==> src/rtl/memblock_tbus_arb_pkg.sv <==
// Shared constants and types for the trinity-bus arbiter between the load unit,
// the store-commit unit and dcache.
package memblock_tbus_arb_pkg;

    localparam int RESULT_WIDTH  = 64;
    localparam int TBUS_OPTYPE_W = 2;

    localparam logic [TBUS_OPTYPE_W-1:0] TBUS_READ  = 2'b00;
    localparam logic [TBUS_OPTYPE_W-1:0] TBUS_WRITE = 2'b01;

    typedef enum logic [1:0] {
        IDLE  = 2'b00,
        ISSUE = 2'b01,
        WAIT  = 2'b10
    } state_t;

    typedef enum logic {
        LDU = 1'b0,
        STU = 1'b1
    } owner_t;

endpackage

==> src/rtl/memblock_tbus_arb_if.sv <==
// One trinity-bus port: a request channel (valid/ready + payload) and a response
// channel (read_data qualified by the single-cycle operation_done strobe).
//
// Handshake: a request transfers on a rising clock edge where valid && ready.
// ready may depend combinationally on valid. Once the arbiter raises valid on the
// dcache side it holds valid and payload stable until that transfer.
// operation_done is a one-cycle strobe with no back-pressure; read_data is only
// meaningful while operation_done is high.
interface memblock_tbus_arb_if
    import memblock_tbus_arb_pkg::*;
#(
    parameter int ADDR_W   = RESULT_WIDTH,
    parameter int DATA_W   = 64,
    parameter int MASK_W   = 64,
    parameter int OPTYPE_W = TBUS_OPTYPE_W
) ();

    logic                valid;
    logic                ready;
    logic [ADDR_W-1:0]   index;
    logic [DATA_W-1:0]   write_data;
    logic [MASK_W-1:0]   write_mask;
    logic [OPTYPE_W-1:0] operation_type;
    logic [DATA_W-1:0]   read_data;
    logic                operation_done;

    modport master (
        output valid, index, write_data, write_mask, operation_type,
        input  ready, read_data, operation_done
    );

    modport slave (
        input  valid, index, write_data, write_mask, operation_type,
        output ready, read_data, operation_done
    );

endinterface

==> src/rtl/memblock_tbus_arb_rr_arb2.sv <==
// Two-input round-robin arbiter: one-hot grant, ties go to the input that did
// not win last time. Bit 0 / last_grant=0 is the load side.
module memblock_tbus_arb_rr_arb2 (
    input  logic [1:0] req,
    input  logic       last_grant,
    input  logic       en,
    output logic [1:0] grant
);

    always_comb begin
        grant = 2'b00;
        if (en) begin
            if (&req) grant = last_grant ? 2'b01 : 2'b10;
            else      grant = req;
        end
    end

endmodule

==> src/rtl/memblock_tbus_arb.sv <==
// Arbitrates ldu and stu trinity-bus requests onto the single dcache port, keeps
// one operation in flight and routes its response back to the owner.
module memblock_tbus_arb
    import memblock_tbus_arb_pkg::*;
#(
    parameter int ADDR_W   = RESULT_WIDTH,
    parameter int DATA_W   = 64,
    parameter int MASK_W   = 64,
    parameter int OPTYPE_W = TBUS_OPTYPE_W
) (
    input  logic                clock,
    input  logic                reset,
    input  logic                ldu_flush,
    memblock_tbus_arb_if.slave  ldu,
    memblock_tbus_arb_if.slave  stu,
    memblock_tbus_arb_if.master dc,
    output state_t              state
);

    state_t              state_q, state_d;
    owner_t              owner_q, last_q, grant_src;
    logic                drop_q;
    logic                aborted_q;
    logic [ADDR_W-1:0]   index_q;
    logic [DATA_W-1:0]   wdata_q;
    logic [MASK_W-1:0]   wmask_q;
    logic [OPTYPE_W-1:0] optype_q;

    logic [1:0] grant;
    logic       fire;
    logic       owner_done;
    logic       ldu_done;
    logic       stu_done;

    // A flushing load is not eligible; the store may still win that cycle.
    memblock_tbus_arb_rr_arb2 u_rr_arb2 (
        .req        ({stu.valid, ldu.valid & ~ldu_flush}),
        .last_grant (last_q == STU),
        .en         ((state_q == IDLE) && !reset),
        .grant      (grant)
    );

    assign fire      = |grant;
    assign grant_src = grant[1] ? STU : LDU;

    always_comb begin
        state_d = state_q;
        case (state_q)
            IDLE:    if (fire)              state_d = ISSUE;
            ISSUE:   if (dc.ready)          state_d = WAIT;
            WAIT:    if (dc.operation_done) state_d = IDLE;
            default:                        state_d = IDLE;
        endcase
    end

    always_ff @(posedge clock) begin
        if (reset) begin
            state_q   <= IDLE;
            owner_q   <= LDU;
            last_q    <= STU;
            drop_q    <= 1'b0;
            // Remember that a response may still arrive for the aborted operation.
            aborted_q <= aborted_q | (state_q != IDLE);
            index_q   <= '0;
            wdata_q   <= '0;
            wmask_q   <= '0;
            optype_q  <= '0;
        end else begin
            state_q <= state_d;
            if (fire) begin
                owner_q   <= grant_src;
                last_q    <= grant_src;
                drop_q    <= 1'b0;
                aborted_q <= 1'b0;
                index_q   <= grant[1] ? stu.index          : ldu.index;
                wdata_q   <= grant[1] ? stu.write_data     : ldu.write_data;
                wmask_q   <= grant[1] ? stu.write_mask     : ldu.write_mask;
                optype_q  <= grant[1] ? stu.operation_type : ldu.operation_type;
            end else if ((state_q != IDLE) && (owner_q == LDU) && ldu_flush) begin
                drop_q <= 1'b1;
            end
        end
    end

    assign ldu.ready = grant[0];
    assign stu.ready = grant[1];

    assign dc.valid          = (state_q == ISSUE);
    assign dc.index          = dc.valid ? index_q  : '0;
    assign dc.write_data     = dc.valid ? wdata_q  : '0;
    assign dc.write_mask     = dc.valid ? wmask_q  : '0;
    assign dc.operation_type = dc.valid ? optype_q : '0;

    // A flush arriving together with the done swallows that done as well.
    assign owner_done = dc.operation_done && (state_q == WAIT) && !reset;
    assign ldu_done   = owner_done && (owner_q == LDU) && !drop_q && !ldu_flush;
    assign stu_done   = owner_done && (owner_q == STU);

    assign ldu.operation_done = ldu_done;
    assign ldu.read_data      = ldu_done ? dc.read_data : '0;
    assign stu.operation_done = stu_done;
    assign stu.read_data      = stu_done ? dc.read_data : '0;

    assign state = state_q;

    a_done_with_accept: assert property (@(posedge clock) disable iff (reset)
        !(dc.valid && dc.ready && dc.operation_done));

    a_done_outside_wait: assert property (@(posedge clock) disable iff (reset)
        dc.operation_done |-> ((state_q == WAIT) || aborted_q));

endmodule
==> src/flat_wrapper.sv <==
// flat-port wrapper written by rule: the top's interface ports become plain ports
module memblock_tbus_arb_flat import memblock_tbus_arb_pkg::*;
#(
    parameter int ADDR_W   = RESULT_WIDTH,
    parameter int DATA_W   = 64,
    parameter int MASK_W   = 64,
    parameter int OPTYPE_W = TBUS_OPTYPE_W
)
  (clock, reset, ldu_flush, state, ldu_valid, ldu_index, ldu_write_data, ldu_write_mask, ldu_operation_type, ldu_ready, ldu_read_data, ldu_operation_done, stu_valid, stu_index, stu_write_data, stu_write_mask, stu_operation_type, stu_ready, stu_read_data, stu_operation_done, dc_valid, dc_index, dc_write_data, dc_write_mask, dc_operation_type, dc_ready, dc_read_data, dc_operation_done);
  memblock_tbus_arb_if #(.ADDR_W(ADDR_W), .DATA_W(DATA_W), .MASK_W(MASK_W), .OPTYPE_W(OPTYPE_W)) ldu_i ();
  memblock_tbus_arb_if #(.ADDR_W(ADDR_W), .DATA_W(DATA_W), .MASK_W(MASK_W), .OPTYPE_W(OPTYPE_W)) stu_i ();
  memblock_tbus_arb_if #(.ADDR_W(ADDR_W), .DATA_W(DATA_W), .MASK_W(MASK_W), .OPTYPE_W(OPTYPE_W)) dc_i ();
  input  logic clock;
  input  logic reset;
  input  logic ldu_flush;
  output state_t state;
  input wire logic [$bits(ldu_i.valid)-1:0] ldu_valid;
  input wire logic [$bits(ldu_i.index)-1:0] ldu_index;
  input wire logic [$bits(ldu_i.write_data)-1:0] ldu_write_data;
  input wire logic [$bits(ldu_i.write_mask)-1:0] ldu_write_mask;
  input wire logic [$bits(ldu_i.operation_type)-1:0] ldu_operation_type;
  output wire logic [$bits(ldu_i.ready)-1:0] ldu_ready;
  output wire logic [$bits(ldu_i.read_data)-1:0] ldu_read_data;
  output wire logic [$bits(ldu_i.operation_done)-1:0] ldu_operation_done;
  input wire logic [$bits(stu_i.valid)-1:0] stu_valid;
  input wire logic [$bits(stu_i.index)-1:0] stu_index;
  input wire logic [$bits(stu_i.write_data)-1:0] stu_write_data;
  input wire logic [$bits(stu_i.write_mask)-1:0] stu_write_mask;
  input wire logic [$bits(stu_i.operation_type)-1:0] stu_operation_type;
  output wire logic [$bits(stu_i.ready)-1:0] stu_ready;
  output wire logic [$bits(stu_i.read_data)-1:0] stu_read_data;
  output wire logic [$bits(stu_i.operation_done)-1:0] stu_operation_done;
  output wire logic [$bits(dc_i.valid)-1:0] dc_valid;
  output wire logic [$bits(dc_i.index)-1:0] dc_index;
  output wire logic [$bits(dc_i.write_data)-1:0] dc_write_data;
  output wire logic [$bits(dc_i.write_mask)-1:0] dc_write_mask;
  output wire logic [$bits(dc_i.operation_type)-1:0] dc_operation_type;
  input wire logic [$bits(dc_i.ready)-1:0] dc_ready;
  input wire logic [$bits(dc_i.read_data)-1:0] dc_read_data;
  input wire logic [$bits(dc_i.operation_done)-1:0] dc_operation_done;
  assign ldu_i.valid = ldu_valid;
  assign ldu_i.index = ldu_index;
  assign ldu_i.write_data = ldu_write_data;
  assign ldu_i.write_mask = ldu_write_mask;
  assign ldu_i.operation_type = ldu_operation_type;
  assign ldu_ready = ldu_i.ready;
  assign ldu_read_data = ldu_i.read_data;
  assign ldu_operation_done = ldu_i.operation_done;
  assign stu_i.valid = stu_valid;
  assign stu_i.index = stu_index;
  assign stu_i.write_data = stu_write_data;
  assign stu_i.write_mask = stu_write_mask;
  assign stu_i.operation_type = stu_operation_type;
  assign stu_ready = stu_i.ready;
  assign stu_read_data = stu_i.read_data;
  assign stu_operation_done = stu_i.operation_done;
  assign dc_valid = dc_i.valid;
  assign dc_index = dc_i.index;
  assign dc_write_data = dc_i.write_data;
  assign dc_write_mask = dc_i.write_mask;
  assign dc_operation_type = dc_i.operation_type;
  assign dc_i.ready = dc_ready;
  assign dc_i.read_data = dc_read_data;
  assign dc_i.operation_done = dc_operation_done;
  memblock_tbus_arb #(.ADDR_W(ADDR_W), .DATA_W(DATA_W), .MASK_W(MASK_W), .OPTYPE_W(OPTYPE_W)) u_core (.clock(clock), .reset(reset), .ldu_flush(ldu_flush), .ldu(ldu_i), .stu(stu_i), .dc(dc_i), .state(state));
endmodule
==> config.mk <==
export PLATFORM = sky130hd
export DESIGN_NAME = memblock_tbus_arb_flat
export DESIGN_NICKNAME = d
export VERILOG_FILES = /design/src/rtl/memblock_tbus_arb_pkg.sv /design/src/rtl/memblock_tbus_arb_if.sv /design/src/rtl/memblock_tbus_arb_rr_arb2.sv /design/src/rtl/memblock_tbus_arb.sv /design/src/flat_wrapper.sv
export SDC_FILE = /design/constraint.sdc
export NUM_CORES = 1
export LEC_CHECK = 0
export CAP_MARGIN = 20
export CORE_AREA = 2 2 308 310
export CTS_CLUSTER_DIAMETER = 30
export DETAILED_ROUTE_END_ITERATION = 8
export DIE_AREA = 0 0 310 312
export PLACE_DENSITY = 0.46
export SETUP_SLACK_MARGIN = 0.05
export SLEW_MARGIN = 25
export SYNTH_ARGS = -nofsm -noshare
export SYNTH_HDL_FRONTEND = slang
export SYNTH_SLANG_ARGS = --single-unit
==> constraint.sdc <==
create_clock -name clock -period 1.95 [get_ports clock]
set_clock_uncertainty 0.1 [all_clocks]
set_input_delay 0.195 -clock clock [delete_from_list [all_inputs] [get_ports clock]]
set_output_delay 0.195 -clock clock [all_outputs]
set_load 0.05 [all_outputs]
; ---- Word-level counts from Yosys, hierarchy flattened
; Index checks and enable logic that the tools add are counted.
[word_totals]
ff_bits = 199
elab_cells = 52
[classes]
n_reduce_logical = 18
n_bitwise = 3
n_mux = 18
n_eq_ne = 5
[op_table]
columns = operator, n
row1 = 64-bit 2-to-1 mux, 8
row2 = 2-bit 2-to-1 mux, 8
row3 = 1-bit logical AND, 9
row4 = 2-bit one-hot mux with 3 select lines, 1
row5 = 2-bit != test (second input constant), 2
row6 = 1-bit logical NOT, 3
row7 = 3-bit AND reduction, 1
row8 = 3-bit OR reduction, 1
row9 = 2-bit by 1-bit equality test with 1-bit output (second input constant), 1
row10 = 2-bit equality test (second input constant), 1
row11 = 2-bit logical NOT, 1
row12 = 2-bit by 1-bit != test with 1-bit output (second input constant), 1
row13 = 1-bit inverter, 2
row14 = 2-bit AND reduction, 1
row15 = 2-bit nonzero test, 1
row16 = 2-bit OR reduction, 1
row17 = 1-bit bitwise AND, 1
row18 = 1-bit 2-to-1 mux, 1

; ---- Longest topological paths before layout
; Gate-level depths: netlist of run 1.
[depth]
ltp_word = 8
mapped_depth = 7

; ---- Modules after synthesis
; From an unflattened synthesis of run 1, not the netlist that was laid out.
[hier_totals]
cells_unflattened = 1230
area_unflattened_um2 = 11715.0
[by_module_without_submodules]
columns = mod, area_per_inst_um2, seq_area_each_um2, n_inst, cells_per_inst
row1 = memblock_tbus_arb, 11693.7, 3983.8, 1, 1225
row2 = memblock_tbus_arb_rr_arb2, 21.3, 0.0, 1, 5

; ---- Worst setup path after synthesis of run 1
; OpenSTA, ideal clock, no wires.
[synth_path]
path_type = reg2out
start = register u_core.state_q[1], in the netlist u_core.state[1]
end = output ldu_read_data[54]
path_buffers = 1
stages_incl_launch_ff = 5
slack_ns = -0.579
t_arrival_ns = 2.234
path_cell_list = dfxtp_1 nand3_1 nor4_2 clkbuf_1 and2_1
[synth_between]
elab_chain_len = 7
[synth_lines]
columns = element, line_no
row1 = "start, declared", memblock_tbus_arb.sv:20  ; state_t state_q, state_d;
row2 = "start signal, assigned", memblock_tbus_arb.sv:69  ; state_q <= state_d;
row3 = 2-bit equality test, memblock_tbus_arb.sv:95  ; assign owner_done = dc.operation_done && (state_q == WAIT) && !reset;
row4 = 1-bit logical AND (2 in a row), memblock_tbus_arb.sv:95
row5 = 1-bit logical AND (3 in a row), memblock_tbus_arb.sv:96  ; assign ldu_done = owner_done && (owner_q == LDU) && !drop_q && !ldu_flush;
row6 = net ldu_operation_done, flat_wrapper.sv:24  ; output wire logic [$bits(ldu_i.operation_done)-1:0] ldu_operation_done;
row7 = 64-bit 2-to-1 mux, memblock_tbus_arb.sv:100  ; assign ldu.read_data = ldu_done ? dc.read_data : '0;
row8 = "end, declared", flat_wrapper.sv:23  ; output wire logic [$bits(ldu_i.read_data)-1:0] ldu_read_data;
; The timed path passes the listed nets, and every way through them passes these cells.

; ---- Final worst setup path of run 1
[layout_path]
start = register u_core.state_q[0], in the netlist u_core.state[0]
end = output dc_write_data[7]
[layout_between]
elab_chain_len = 2
[layout_lines]
columns = element, line_no
row1 = 2-bit by 1-bit equality test with 1-bit output, memblock_tbus_arb.sv:88  ; assign dc.valid = (state_q == ISSUE);
row2 = 64-bit 2-to-1 mux, memblock_tbus_arb.sv:90  ; assign dc.write_data = dc.valid ? wdata_q : '0;
row3 = "end, declared", flat_wrapper.sv:35  ; output wire logic [$bits(dc_i.write_data)-1:0] dc_write_data;
; No other way between the ends.

==> results of run 1 <==
-- worst register-to-register path: stages (launching register included) --
cell and delay, ns:
dfxtp_4 0.37, buf_4 0.13, buf_6 0.11, nor3_4 0.21, buf_12 0.14, buf_8 0.10, buf_6 0.10, buf_6 0.10
o21a_4 0.25, nor2_4 0.08, buf_12 0.16, a221o_1 0.36
-- sequential cells by signal, indices dropped and copies added (netlist names) --
signal,count
u_core.owner_q,1
u_core.drop_q,1
u_core.optype_q,2
u_core.wdata_q,64
u_core.index_q,64
u_core.state,2
u_core.last_q,1
u_core.wmask_q,64
-- final timing paths --
kind	slack [ns]	to
max	-0.37	dc_write_data[7]
min	0.18	u_core.index_q[53]
max reg2reg	-0.35	u_core.wmask_q[52]
min reg2reg	0.39	u_core.index_q[46]
-- metal layers --
| layer | global-route usage | up-vias | wire, um | share of wire |
|---|---|---|---|---|
| li1 | - | 6815 | - | - |
| met1 | 0.157 | 6734 | 29800 | 0.38 |
| met2 | 0.272 | 465 | 40700 | 0.53 |
| met3 | 0.0431 | 66 | 5170 | 0.067 |
| met4 | 0.0500 | 10 | 1710 | 0.022 |
| met5 | 0 | - | 71 | 0.00092 |
-- stage by stage --
step	hold WS [ns]	util	TNS, ns
6_report	0.178	0.301	-147.39
5_1_grt	0.142	0.301	-196.36
4_1_cts	0.121	0.288	-156.96
3_5_place_dp	0.362	0.270	-80.16
3_3_place_gp	0.361	0.270	-81.02
2_1_floorplan	0.234	-	0
-- area by class of cell --
cell class | instances | share of cell area
antenna | 9 | 0.000804
clock buffer | 23 | 0.0174
clock inverter | 9 | 0.00246
inverter | 5 | 0.000938
multi-input combinational | 1046 | 0.274
sequential | 199 | 0.143
tap | 1254 | 0.0560
timing repair buffer | 989 | 0.506
-- timing repair --
action,4_1_cts,5_1_grt
hold buffers,0,0
resized for setup,192,242
endpoints found under the setup margin,327,523
cloned,16,25
buffers inserted,24,11
pin swaps,45,119
-- kinds of logic after synthesis --
group / Yosys count
and+or+nand+nor: 372
buffers and inverters: 179
AOI/OAI and AO/OA: 674
DFF: 199
-- placed cells by master, fill, tap and decap left out, types with 38 or more instances in the layout --
| cell | n |
|---|---|
| dfxtp_1 | 196 |
| a21oi_1 | 147 |
| buf_4 | 83 |
| o21ai_1 | 81 |
| buf_12 | 374 |
| clkbuf_16 | 38 |
| a211oi_1 | 158 |
| o21bai_1 | 157 |
| clkdlybuf4s50_1 | 458 |
| and2_4 | 303 |
| o21ai_0 | 55 |
-- power by group through the flow --
stage | Combinational, W | Sequential, W | Clock (W)
2_1_floorplan | 0.00208 | 0.00470 | 0
3_3_place_gp | 0.00491 | 0.00477 | 0
3_5_place_dp | 0.00491 | 0.00477 | 0
4_1_cts | 0.00529 | 0.00468 | 0.00390
5_1_grt | 0.00605 | 0.00477 | 0.00399
6_report | 0.00572 | 0.00472 | 0.00368
==> impl_metrics.ini, run 1 <==
[drt]
via_per_inst = 3.99
wire_per_inst_um = 21.9
drtIter0Drc = 479
wl_um = 77400
via_count = 14100
route.antenna.remaining_nets = 0
post-route-drc-count = 0
dr.pass1.iters = 4

[placement]
place.gp.congestion = 0.808
place_area_um2 = 25100
dp_hpwl_um = 55700
dp.cells = 3420
port_buffers = 787
preCtsSetupSlack_ns = -0.377

[global_route]
grt_overflow_total = 0
grt_usage = 0.147
antenna_found_initial = 17
grt_pass1_vias = 14300
grt_max_degree = 93
grt_pass1_wl_um = 103000

[timing]
setup_viol = 523
clock.fmax_mhz = 431
drv_slew = 0
finalCriticalPeriod_ns = 2.32
worst_slew_pin_slew_ns = 0.602
finalHoldViolCount = 0
slew_headroom = 0.598
fin_ws_ns = -0.371
finalCritPeriodShare = 1.19
rsz0062_at_grt = yes

[synthesis]
synth_top_area_frac = 0.347
synth_seq_cells = 199
ys_seq_area_frac = 0.347
synth-compound-area-share = 0.381
async_flop_share = 0
synth.most_common_cell = and2_1
ys.flop_type = dfxtp_1
synth_fa_ha_area_frac = 0
synth_mux_area_frac = 0
syn-instance-count = 1424
netlist_area_um2 = 11500
avgSynthCellArea_um2 = 8.07
yosys_warnings = 0
synthXorXnorAreaFrac = 0
synth_fp_nets = 1883
yosys.area.top_type = dfxtp_1
synthTopCellsByArea = dfxtp_1 (35%), and2_1 (18%), a211oi_1 (10%), o21bai_1 (10%), a21oi_1 (6.8%)
synth_cell_types = 32
synthTopCellsByCount = and2_1 (322), dfxtp_1 (199), a211oi_1 (158)
synth_edf_count = 0
yosys.area_share.simple = 0.203
synth_top_family_by_area = compound AO/OA/AOI/OAI gates

[final_layout]
nNetsFinal = 2717
area_growth_pct = 144
drive_above_1_share = 0.404
multi_input_area_um2 = 7680
seq_area_um2 = 4000
final_cells = 3534
fin_area_um2 = 28000
fillers = 9671

[setup_path]
critical_path_arrival_ns = 2.03
cp.depth = 7
crit_path_start = u_core.state[0]
slowest_stage = dfxtp_4
crit_family = buffers and inverters
path_max_fanout = 8
r2r_start = u_core.state[0]
crit_path_frequent_cell = buf_12
cp-end-kind = output port
critical_path_buf_inv_count = 5
cp.required_ns = 1.65
cpPeakStageDelay_ns = 0.38
r2r_cells = 11
worstPathCellList = buf_6, nor2b_4, buf_8, buf_12, clkbuf_16, and2_4, buf_12
worstSetupStartpointType = register
path_class = reg2out

[outcome]
status = complete, but fails checks
violations = negative setup slack

[die]
die_y_um = 312
chipWidth_um = 310
io_pins = 788
coreArea_um2 = 93000
dieArea_um2 = 96700
rows = 112
start_util = 0.124

[power_and_ir_drop]
powerDensity_nw_per_um2 = 504
irDropWorstVdd_v = 0.000591
p_sw_w = 0.00484
p_total_w = 0.0141
cellLeakagePower_nw = 10.7
swShare = 0.343
power_frac_comb = 0.405
power_frac_seq = 0.334
p_int_w = 0.00928
clkPwrFrac = 0.260

[clock_tree]
h-tree-depth = 4
clock_sinks = 199
clock_latency_ns = 0.51
cts_inserted_buffers = 17
path_clk_slew_ns = 0.08
root_buffer = clkbuf_16
cts_buffer_depth = 2
cts_tree = built

[min_path]
hold_path_depth = 2
hold_path.class = in2reg
min_from = stu_index[53]

[job]
drv_cap = 0
No activity file was read; power rests on OpenSTA's default activity.
==> inputs of run 2 (changes only) <==
--- a/config.mk
+++ b/config.mk
@@ -16,3 +16,4 @@
 export SYNTH_ARGS = -nofsm -noshare
 export SYNTH_HDL_FRONTEND = slang
 export SYNTH_SLANG_ARGS = --single-unit
+export TNS_END_PERCENT = 50
==> run 2 against run 1 <==
Against the previous run:
- the run still ends with negative setup slack left
- count of clock-buffer cells in the layout fell by 5
- combinational power decreased by 8.6%
- cell count is essentially flat
- non-clock buffer count is 5 lower
- register-to-register slack gained 0.27 ns
- global-route usage grew 0.22 points
- sequential share of layout area is 0.50 points higher
- sequential cell count unchanged
- largest cell class unchanged
==> impl_metrics.ini, run 2 (synthesized netlist as in run 1, its figures left out) <==
[final_layout]
drive_above_1_share = 0.354
top_regs = u_core.index_q x64, u_core.wdata_q x64, u_core.wmask_q x64
layout_commonest_cell = clkdlybuf4s50_1
layout_common_cells = clkdlybuf4s50_1 (458), buf_12 (382), dfxtp_1 (196)
postLayoutCoreUtil = 0.291
fin_area_um2 = 27100
area_growth_pct = 136
nNetsFinal = 2712

[outcome]
violations = negative setup slack
status = complete, but fails checks

[global_route]
grt_pass1_wl_um = 104000
grt_usage = 0.149
grt_overflow_total = 0
antenna_found_initial = 19
grt_pass1_vias = 14400
grt_max_degree = 54

[placement]
port_buffers = 787
place.gp.congestion = 0.781
dp_hpwl_um = 60000
place_area_um2 = 25500
preCtsSetupSlack_ns = -0.342

[die]
dieArea_um2 = 96700
die_y_um = 312
coreArea_um2 = 93000
chipWidth_um = 310
start_util = 0.124
rows = 112
io_pins = 788

[drt]
dr.pass1.iters = 5
via_count = 13900
wl_um = 75700
drtIter0Drc = 550
post-route-drc-count = 0
wire_per_inst_um = 21.4
via_per_inst = 3.95
route.antenna.remaining_nets = 0

[clock_tree]
cts_inserted_buffers = 17
clock_latency_ns = 0.51
cts_tree = built
clock_sinks = 199
cts_hold_buffers = 0
h-tree-depth = 4
root_buffer = clkbuf_16
path_clk_slew_ns = 0.09
cts_buffer_depth = 2

[setup_path]
path_class = reg2out
r2r_start = u_core.state[0]
path_max_fanout = 22
critical_path_buf_inv_count = 4
cp-end-kind = output port
critical_path_arrival_ns = 2.00
crit_path_frequent_cell = buf_12
r2r_cells = 9
slowest_stage = dfxtp_4
rrSetupSlack_ns = -0.08
worstSetupStartpointType = register
crit_family = buffers and inverters
cpPeakStageDelay_ns = 0.38
worstPathCellList = buf_4, nor2b_4, buf_12, buf_12, and2_2, buf_12
cp.required_ns = 1.65
r2r-end = u_core.index_q[24]

[timing]
clock.fmax_mhz = 435
drv_slew = 0
finalCritPeriodShare = 1.18
finalCriticalPeriod_ns = 2.30
fin_ws_ns = -0.347
worst_slew_pin_slew_ns = 0.469
rsz0062_at_grt = yes
tns_ns = -98.68
setup_viol = 462
slew_headroom = 0.686
finalHoldViolCount = 0

[job]
drv_cap = 0

[power_and_ir_drop]
clkPwrFrac = 0.279
p_int_w = 0.00900
power_frac_seq = 0.341
irDropWorstVdd_v = 0.000675
cellLeakagePower_nw = 10.4
swShare = 0.346
power_frac_comb = 0.380
p_sw_w = 0.00477
powerDensity_nw_per_um2 = 508

[min_path]
hold_path_depth = 2
min_from = stu_index[9]
min_to = u_core.index_q[9]
hold_path.class = in2reg
run 2: changes by cell type in the layout (fill, tap and decap cells not counted), sizes merged:
cell / previous run / this run
clkbuf: 44 / 24
buf: 508 / 519
inv: 6 / 14
clkinv: 6 / 1
diode: 9 / 13
bufbuf: 2 / 1
bufinv: 0 / 1
run 2: how the worst max path moves through the flow:
stage                               start           endpoint  slack, ns  cells after the start
after floorplan           u_core.state[1]  stu_read_data[10]      0.004                      5
after global placement          ldu_valid  u_core.wmask_q[2]      -0.35                      8
after detailed placement        ldu_valid  u_core.wmask_q[2]      -0.34                      8
after CTS                 u_core.state[0]  ldu_read_data[53]      -0.46                      9
after global routing      u_core.state[0]        dc_index[9]      -0.45                      6
final                     u_core.state[0]       dc_index[35]      -0.35                      6
run 2: metrics by stage:
| step | cells | power, W | hold WS [ns] |
|---|---|---|---|
| floorplan | 1424 | 0.00679 | 0.234 |
| global placement | 3456 | 0.00984 | 0.360 |
| detailed placement | 3456 | 0.00984 | 0.359 |
| CTS | 3509 | 0.0139 | 0.130 |
| global route | 3527 | 0.0145 | 0.145 |
| finish | 3532 | 0.0138 | 0.189 |
run 2: per-layer routing:
layer  vias up  track usage  wire length [um]
met5         -      0.00594               160
met4        12       0.0535              1960
met3        96       0.0497              5780
met2       493        0.267             38800
met1      6527        0.162             29000
li1       6812            -                 -
run 2: cell type report:
cell class / instances / area (um^2)
repair buffers: 984 / 13600
multi-input cells: 1046 / 7280
fillers: 9749 / 66000
well taps: 1254 / 1570
clock buffers: 18 / 439
inverters: 5 / 28.8
flip-flops and latches: 199 / 4000
diodes: 13 / 32.5
clock inverters: 13 / 134
run 2: what timing repair did:
action,in CTS,in global routing
gates resized for setup,141,79
pin swaps,15,10
cloned,7,6
buffers inserted,15,5
setup endpoints to repair,327,514
run 2: power groups by stage:
stage          sequential, W  clock, W  combinational [W]
3_3_place_gp         0.00478         0            0.00506
6_report             0.00469   0.00384            0.00523
3_5_place_dp         0.00478         0            0.00506
4_1_cts              0.00469   0.00404            0.00518
5_1_grt              0.00475   0.00417            0.00555
2_1_floorplan        0.00470         0            0.00208
